## config.mk

```make
export PLATFORM = sky130hd
export DESIGN_NAME = tlb_access_arbiter
export DESIGN_NICKNAME = d
export VERILOG_FILES = /design/src/rtl/tlb_pkg.sv /design/src/rtl/tlb_random_ctr.sv /design/src/rtl/tlb_access_arbiter.sv
export SDC_FILE = /design/constraint.sdc
export NUM_CORES = 1
export LEC_CHECK = 0
export ABC_AREA = 1
export CELL_PAD_IN_SITES_DETAIL_PLACEMENT = 0
export CELL_PAD_IN_SITES_GLOBAL_PLACEMENT = 2
export CORE_ASPECT_RATIO = 0.5
export CORE_MARGIN = 2
export CORE_UTILIZATION = 22
export CTS_CLUSTER_DIAMETER = 200
export DETAILED_ROUTE_END_ITERATION = 7
export GPL_ROUTABILITY_DRIVEN = 0
export PLACE_DENSITY_LB_ADDON = 0.1
export SLEW_MARGIN = 20
export SYNTH_ARGS = -nofsm -noshare
export SYNTH_HDL_FRONTEND = slang
export SYNTH_SLANG_ARGS = --single-unit
```

## constraint.sdc

```tcl
create_clock -name clk -period 1.5 [get_ports clk]
set_input_delay 0.375 -clock clk [delete_from_list [all_inputs] [get_ports clk]]
set_output_delay 0.375 -clock clk [all_outputs]
set_load 0.005 [all_outputs]
```

## src/rtl/tlb_pkg.sv

```systemverilog
// ==================================================================
// tlb_pkg: op/exception/grant/state encodings for tlb_access_arbiter
// Rev 1.0
// ==================================================================
`default_nettype none

package tlb_pkg;

  typedef enum logic [1:0] {
    OP_TLBP  = 2'd0,
    OP_TLBR  = 2'd1,
    OP_TLBWI = 2'd2,
    OP_TLBWR = 2'd3
  } cp0_op_e;

  typedef enum logic [1:0] {
    EXC_NONE    = 2'd0,
    EXC_REFILL  = 2'd1,
    EXC_INVALID = 2'd2,
    EXC_MOD     = 2'd3
  } exc_e;

  // Values double as bit positions in the {cp0, data, inst} request vector.
  typedef enum logic [1:0] {
    GNT_INST = 2'd0,
    GNT_DATA = 2'd1,
    GNT_CP0  = 2'd2
  } gnt_e;

  typedef enum logic [1:0] {
    ST_IDLE = 2'd0,
    ST_BUSY = 2'd1,
    ST_DONE = 2'd2
  } state_e;

  localparam logic [31:0] KSEG01_MASK = 32'h1FFF_FFFF;

endpackage

`default_nettype wire

```

## src/rtl/tlb_random_ctr.sv

```systemverilog
// ==================================================================
// tlb_random_ctr: CP0 Random register, free-running down to Wired
// Rev 1.0
// ==================================================================
`default_nettype none

module tlb_random_ctr #(
  parameter int TLB_ENTRIES = 32,
  parameter int IDX_W       = 5
) (
  input  logic             clk,
  input  logic             resetn,
  input  logic [IDX_W-1:0] wired,
  input  logic             wired_we,
  output logic [IDX_W-1:0] random
);

  localparam logic [IDX_W-1:0] TOP = IDX_W'(TLB_ENTRIES - 1);

  always_ff @(posedge clk or negedge resetn) begin
    if (!resetn) begin
      random <= TOP;
    end else if (wired_we || (wired >= TOP) || (random == wired)) begin
      random <= TOP;
    end else begin
      random <= random - IDX_W'(1);
    end
  end

endmodule

`default_nettype wire

```

## src/rtl/tlb_access_arbiter.sv

```systemverilog
// ==================================================================
// tlb_access_arbiter: 3-cycle arbitration of the shared TLB port
// Rev 1.0
// ==================================================================
`default_nettype none

module tlb_access_arbiter
  import tlb_pkg::*;
#(
  parameter int TLB_ENTRIES = 32,
  parameter int IDX_W       = 5
) (
  input  logic             clk,
  input  logic             resetn,
  input  logic             inst_req,
  input  logic [31:0]      inst_vaddr,
  output logic             inst_ok,
  output logic [31:0]      inst_paddr,
  output logic [1:0]       inst_exc,
  input  logic             data_req,
  input  logic [31:0]      data_vaddr,
  input  logic             data_store,
  output logic             data_ok,
  output logic [31:0]      data_paddr,
  output logic [1:0]       data_exc,
  input  logic             cp0_req,
  input  logic [1:0]       cp0_op,
  input  logic [IDX_W-1:0] cp0_index,
  input  logic [18:0]      cp0_vpn2,
  input  logic [IDX_W-1:0] cp0_wired,
  input  logic             cp0_wired_we,
  output logic             cp0_ok,
  output logic [31:0]      cp0_probe,
  output logic [IDX_W-1:0] cp0_random,
  output logic [31:0]      tlb_vaddr,
  input  logic             tlb_hit,
  input  logic [IDX_W-1:0] tlb_hit_idx,
  input  logic [19:0]      tlb_pfn,
  input  logic             tlb_v,
  input  logic             tlb_d,
  output logic [IDX_W-1:0] tlb_ridx,
  output logic             tlb_wen,
  output logic [IDX_W-1:0] tlb_widx
);

  state_e      state, state_nxt;
  gnt_e        gnt, gnt_sel;
  cp0_op_e     op_q;
  logic [31:0] vaddr_q;
  logic        store_q;
  logic [2:0]  req_vec, blocked, eligible, done_mask;
  logic [31:0] paddr_c, probe_c;
  exc_e        exc_c;

  assign req_vec   = {cp0_req, data_req, inst_req};
  assign eligible  = req_vec & ~blocked;
  assign done_mask = (state == ST_DONE) ? (3'b001 << gnt) : 3'b000;

  always_comb begin
    gnt_sel = GNT_INST;
    if (eligible[2])      gnt_sel = GNT_CP0;
    else if (eligible[1]) gnt_sel = GNT_DATA;
  end

  always_ff @(posedge clk or negedge resetn) begin
    if (!resetn) state <= ST_IDLE;
    else         state <= state_nxt;
  end

  always_comb begin
    state_nxt = state;
    inst_ok   = 1'b0;
    data_ok   = 1'b0;
    cp0_ok    = 1'b0;
    tlb_vaddr = '0;
    tlb_wen   = 1'b0;
    tlb_widx  = '0;
    tlb_ridx  = '0;
    case (state)
      ST_IDLE: if (|eligible) state_nxt = ST_BUSY;
      ST_BUSY: begin
        state_nxt = ST_DONE;
        tlb_vaddr = vaddr_q;
        if (gnt == GNT_CP0) begin
          case (op_q)
            OP_TLBR:  tlb_ridx = cp0_index;
            OP_TLBWI: begin
              tlb_wen  = 1'b1;
              tlb_widx = cp0_index;
            end
            OP_TLBWR: begin
              tlb_wen  = 1'b1;
              tlb_widx = cp0_random;
            end
            default: ;
          endcase
        end
      end
      ST_DONE: begin
        state_nxt = ST_IDLE;
        inst_ok   = (gnt == GNT_INST);
        data_ok   = (gnt == GNT_DATA);
        cp0_ok    = (gnt == GNT_CP0);
      end
      default: state_nxt = ST_IDLE;
    endcase
  end

  // TLBP looks up EntryHi through the same address path as translations.
  always_ff @(posedge clk or negedge resetn) begin
    if (!resetn) begin
      gnt     <= GNT_INST;
      vaddr_q <= '0;
      store_q <= 1'b0;
      op_q    <= OP_TLBP;
    end else if ((state == ST_IDLE) && (|eligible)) begin
      gnt  <= gnt_sel;
      op_q <= cp0_op_e'(cp0_op);
      case (gnt_sel)
        GNT_CP0: begin
          vaddr_q <= {cp0_vpn2, 13'b0};
          store_q <= 1'b0;
        end
        GNT_DATA: begin
          vaddr_q <= data_vaddr;
          store_q <= data_store;
        end
        default: begin
          vaddr_q <= inst_vaddr;
          store_q <= 1'b0;
        end
      endcase
    end
  end

  // A requester that just got its ok must drop req before it can win again.
  always_ff @(posedge clk or negedge resetn) begin
    if (!resetn) blocked <= '0;
    else         blocked <= (blocked & req_vec) | done_mask;
  end

  always_comb begin
    exc_c   = EXC_NONE;
    paddr_c = {tlb_pfn, vaddr_q[11:0]};
    if (vaddr_q[31:30] == 2'b10) begin
      paddr_c = vaddr_q & KSEG01_MASK;
    end else if (!tlb_hit) begin
      exc_c = EXC_REFILL;
    end else if (!tlb_v) begin
      exc_c = EXC_INVALID;
    end else if (store_q && !tlb_d) begin
      exc_c = EXC_MOD;
    end
    if (exc_c != EXC_NONE) paddr_c = '0;
  end

  assign probe_c = {~tlb_hit, {(31 - IDX_W){1'b0}}, (tlb_hit ? tlb_hit_idx : {IDX_W{1'b0}})};

  always_ff @(posedge clk or negedge resetn) begin
    if (!resetn) begin
      inst_paddr <= '0;
      inst_exc   <= '0;
      data_paddr <= '0;
      data_exc   <= '0;
      cp0_probe  <= '0;
    end else if (state == ST_BUSY) begin
      case (gnt)
        GNT_INST: begin
          inst_paddr <= paddr_c;
          inst_exc   <= exc_c;
        end
        GNT_DATA: begin
          data_paddr <= paddr_c;
          data_exc   <= exc_c;
        end
        GNT_CP0: if (op_q == OP_TLBP) cp0_probe <= probe_c;
        default: ;
      endcase
    end
  end

  tlb_random_ctr #(
    .TLB_ENTRIES (TLB_ENTRIES),
    .IDX_W       (IDX_W)
  ) u_random (
    .clk      (clk),
    .resetn   (resetn),
    .wired    (cp0_wired),
    .wired_we (cp0_wired_we),
    .random   (cp0_random)
  );

endmodule

`default_nettype wire

```

# Word-level counts from Yosys, hierarchy flattened

Index checks and enable logic that the tools add are counted.

Bitwise logic cells: 5
Equality and inequality tests: 12
Add/sub/neg operators: 1
Reductions and logical operators: 14
Magnitude comparators: 1
Shifts and indexed selects: 1
Mux-type cells: 28

Operators by type and width:

| kind                                                     | number |
|---|---|
| 2-to-1 mux 32 bit                                        | 3 |
| one-hot mux 32 bit (2 select lines)                      | 1 |
| 2-to-1 mux 5 bit                                         | 7 |
| equality test 2 bit, second input constant               | 6 |
| 2-to-1 mux 2 bit                                         | 6 |
| one-hot mux 5 bit (2 select lines)                       | 1 |
| equality test 2 x 1 -> 1 bit, second input constant      | 4 |
| 2-to-1 mux 1 bit                                         | 8 |
| AND 3 bit                                                | 2 |
| logical NOT 2 bit                                        | 3 |
| equality test 5 bit                                      | 1 |
| greater-or-equal comparator 5 bit, second input constant | 1 |
| subtractor 5 x 1 -> 5 bit, second input constant         | 1 |
| one-hot mux 2 bit (2 select lines)                       | 1 |
| AND reduction 2 bit                                      | 2 |
| 2-to-1 mux 3 bit                                         | 1 |
| NOT 3 bit                                                | 1 |
| bitwise OR 3 bit                                         | 1 |
| AND reduction 3 bit                                      | 1 |
| OR reduction 3 bit                                       | 1 |
| left shift 1 x 2 -> 3 bit, first input constant          | 1 |
| logical AND 1 bit                                        | 2 |
| logical OR 1 bit                                         | 2 |
| != test 2 bit, second input constant                     | 1 |
| other kinds (4)                                          | 4 |

Word-level logic and storage cells: 74
Output and inout port bits: 151
Flip-flop bits (word level): 121
Input bits: 130

# Depth between registers and ports, before layout

Depth in word-level cells: 8
Depth in mapped cells: 9
Mapped depth without buffers: 8

# Modules after synthesis

From an unflattened synthesis, not the netlist that was laid out.

Cell total of the unflattened synthesis: 861
Area total of the unflattened synthesis: 6419.9 um^2

Modules (own cells, without submodules):

| module             | times used | area an instance (um^2) | cells each |
|---|---|---|---|
| tlb_access_arbiter | 1          | 6082.1                  | 814 |
| tlb_random_ctr     | 1          | 337.8                   | 47 |

# Worst setup path after synthesis

Ideal clock, no wire load.

Path kind: reg2out
Start point: reg state[1]
End point: out tlb_widx[0]
Stages on the path, launching flop included: 6
Required time: 1.125 ns
Setup slack: 0.096 ns
Arrival: 1.029 ns
Path through: dfrtp_1 > inv_2 > nand2_4 > nor2_4 > nand3_1 > o22ai_1

Word-level cells in the longest chain between the ends: 2

RTL lines:

| item                         | RTL line                 | RTL |
|---|---|---|
| start: declaration           | tlb_access_arbiter.sv:46 | `state_e state, state_nxt;` |
| start signal: assignment     | tlb_access_arbiter.sv:67 | `else state <= state_nxt;` |
| equality test 2 x 1 -> 1 bit | tlb_access_arbiter.sv:79 | `case (state)` |
| 2-to-1 mux 5 bit             | tlb_access_arbiter.sv:79 |  |
| end: declaration             | tlb_access_arbiter.sv:43 | `output logic [IDX_W-1:0] tlb_widx` |

No other way between the ends.

# Final worst setup path

Start point: reg state[1]
End point: out tlb_ridx[4]

Word-level cells in the longest chain between the ends: 2

RTL lines:

| item                         | RTL line                 | RTL |
|---|---|---|
| equality test 2 x 1 -> 1 bit | tlb_access_arbiter.sv:79 |  |
| 2-to-1 mux 5 bit             | tlb_access_arbiter.sv:79 |  |
| end: declaration             | tlb_access_arbiter.sv:41 | `output logic [IDX_W-1:0] tlb_ridx,` |

No other way between the ends.

==> results.toml <==
[run_status]
status = "finished, violations left"
violations = "setup timing"

[critical_path]
timing_worst_setup_path_type = "register to primary output"
cp.arrival_ns = 1.70
cp-start-kind = "register"
rr_worst_depth = 12
worstPathMaxFanout = 5
cp-end-kind = "primary output"
required_ns = 1.12

[yosys]
yosys.area.top_type = "dfrtp_1"
synth_xor_area_share_pct = 0.410
yosysMostFrequentCell = "nand2_1"
synth_compound_area_share_pct = 2.56
netlist_area_um2 = 6410
synth-edff-count = 0
synth.top_cell.area_share_pct = 45.3
synth_warnings = 0
synth-seq-cells = 121
synthCells = 860
synthMuxAreaShare_pct = 0
syn_avg_cell_area_um2 = 7.46
synth_ff_type = "dfrtp_1"
yosys-top-cells-count = "nand2_1 (346), dfrtp_1 (116), nand3_1 (79)"
yosys.cell_types.count = 30
yosys.area_share.simple_pct = 37.8
synth_top_family_by_area = "simple AND/OR/NAND/NOR gates"
yosysSeqAreaShare_pct = 47.3
async_reset_ff_share_pct = 100
synth_fa_ha_area_share_pct = 0.195
synth_area_leaders = "dfrtp_1 (45%), nand2_1 (20%), nand4_1 (6.9%)"

[finish]
syn_to_final_growth_pct = 89.3
fillers = 2979
drive_above_1_share_pct = 32.2
multi_input_area_um2 = 3380
final_nets = 1385
seqCellArea_um2 = 3030
post-route-util_pct = 42.1

[placement]
port_buffers = 254
hpwl_um = 19800

[route]
finalWirelength_um = 27800
vias_per_cell = 4.29
dr.pass1.iters = 5
drc = 0
avgRoutedWirePerCell_um = 16.8
final_antenna_net_count = 0
vias = 7110
drt_iter0_markers = 360

[clock_tree]
cts.sinks = 121
clk_path_buf_depth = 2
clk_pin_slew_ns = 0.05
cts_made_buffers = 17
clk-insertion-delay-late_ns = 0.43
htree_levels = 4
cts_tree = "yes"
root_buffer = "clkbuf_16"

[power]
leakage_uw = 0.00607
switchingPower_uw = 8560
p_comb_share_pct = 56.1
power.density_nw_per_um2 = 1820
peakVddDrop_mv = 0.939
seqPwrFrac_pct = 24.8
power_uw = 22100
power_frac_clock_pct = 19.0
intPower_uw = 13500
switching_share_pct = 38.8

[floorplan]
core_um2 = 28800
fp.dieArea_um2 = 30600
pin_count = 281
die_w_um = 245
fp.dieH_um = 125
start_util_pct = 22.2
fp-row-count = 44

[timing]
fin_crit_sh_pct = 139
max_freq_mhz = 481
min_period_ns = 2.08
timing.final.ws_setup_ns = -0.579
fin_skew_ns = 0.00858
finalMaxSlewViolations = 0
final_hold_viol_count = 0
setup_viol = 125
rsz0062_at_grt = "true"

[global_routing]
antenna_found_initial = 3
grt_pass1_vias = 7139
grt_use_met1_pct = 23.9
grt_use_met3_pct = 4.78
grt.overflow.total = 0
grt_use_met2_pct = 29.9
grt_use_total_pct = 18.3
grt_first_pass_wirelength_um = 42400
top_usage_layer = "met2"
grt_max_degree = 45

[job]
cap_viol_max_count = 0

[min_path]
hold_class = "input port to asynchronous set/reset pin"
area by class of cell:
type,count,area share [%]
Sequential cell,121,25.0
Clock buffer,23,3.85
Clock inverter,7,0.979
Timing Repair Buffer,430,36.0
Inverter,66,2.28
Antenna cell,2,0.0412
Tap cell,391,4.03
Multi-Input combinational cell,618,27.9
state kept, by name, summed over array words and instances (netlist names):
name	count
data_paddr	32
inst_paddr	32
vaddr_q	32
cp0_probe	6
u_random.random	5
blocked	3
data_exc	2
gnt	2
inst_exc	2
op_q	2
state	2
store_q	1
stage by stage:
stage,instance area (um2),setup WS (ns),std cells,TNS (ns),hold slack [ns]
floorplan,6510,0.0960,885,0,0.0794
global placement,9950,-0.545,1545,-48.43,0.322
detailed placement,9950,-0.509,1545,-50.01,0.323
CTS,11700,-0.565,1642,-38.29,0.395
global route,12100,-0.669,1658,-48.00,0.417
finish,12100,-0.579,1658,-38.32,0.407
cells in the final DEF, fill, tap and decap left out, types with 3 or more instances in the layout:
| master | instances |
|---|---|
| buf_12 | 27 |
| buf_16 | 9 |
| buf_2 | 39 |
| buf_4 | 96 |
| buf_6 | 46 |
| buf_8 | 9 |
| bufinv_16 | 3 |
| clkbuf_1 | 4 |
| clkbuf_16 | 18 |
| clkbuf_2 | 4 |
| clkdlybuf4s15_1 | 48 |
| clkdlybuf4s50_1 | 128 |
| conb_1 | 26 |
| dfrtp_1 | 116 |
| dfstp_2 | 5 |
| dlygate4sd2_1 | 22 |
| inv_1 | 60 |
| inv_2 | 4 |
| nand2_1 | 267 |
| nand2_2 | 58 |
| nand2_4 | 25 |
| nand3_1 | 77 |
| nand3_4 | 3 |
| nand4_1 | 71 |
| nor2_1 | 12 |
| nor2_2 | 5 |
| nor2_4 | 35 |
| o21ai_0 | 12 |
| o21ai_1 | 6 |
| o21ai_2 | 5 |
| o22ai_2 | 4 |
layer usage:
layer	wire length [um]	part of all wire, %
met4	386	1.4
met3	1300	4.7
met1	12600	45
met5	0	0
met2	13500	49
worst paths after layout:
path | from | to | slack (ns)
min in group clk | data_paddr[27]$_DFFE_PN0P_ | data_paddr[27]$_DFFE_PN0P_ | 0.47
hold reg to reg | data_paddr[27]$_DFFE_PN0P_ | data_paddr[27]$_DFFE_PN0P_ | 0.47
hold / removal | resetn | blocked[0]$_DFF_PN0_ | 0.41
setup reg to reg | state[1]$_DFFE_PN0P_ | data_paddr[31]$_DFFE_PN0P_ | -0.34
setup / recovery | state[1]$_DFFE_PN0P_ | tlb_ridx[4] | -0.58
max in group asynchronous | resetn | data_paddr[13]$_DFFE_PN0P_ | 0.50
cell families (layout without fill, tap and decap cells):
kind of cell	count (synthesis)	in the layout
xor+xnor	3	3
flops	121	121
other cells	1	28
fa+ha+maj	1	1
simple gates	556	557
compound gates	31	31
buf+inv	147	526
critical path, cell delays in order, from the launching register on:
cell,delay (ns)
dfrtp_1,0.39
inv_2,0.08
nand2_4,0.07
nor2_4,0.25
buf_6,0.14
buf_6,0.09
inv_2,0.03
nor3_2,0.09
buf_2,0.13
power by group through the flow:
stage / Sequential [uW] / Clock [uW] / Combinational [uW]
2_1_floorplan: 5390 / 0 / 3950
3_3_place_gp: 5410 / 0 / 9420
3_5_place_dp: 5420 / 0 / 9430
4_1_cts: 5420 / 4310 / 11700
5_1_grt: 5650 / 4440 / 13500
6_report: 5490 / 4200 / 12400
what timing repair did:
item,in CTS,in global routing
gates resized for setup,494,132
hold endpoints to repair,17,0
hold buffers,1,0
setup buffers,53,22
pin swaps,41,36
gates cloned,16,2
endpoints found under the setup margin,193,158
No activity file was read; power rests on OpenSTA's default activity.
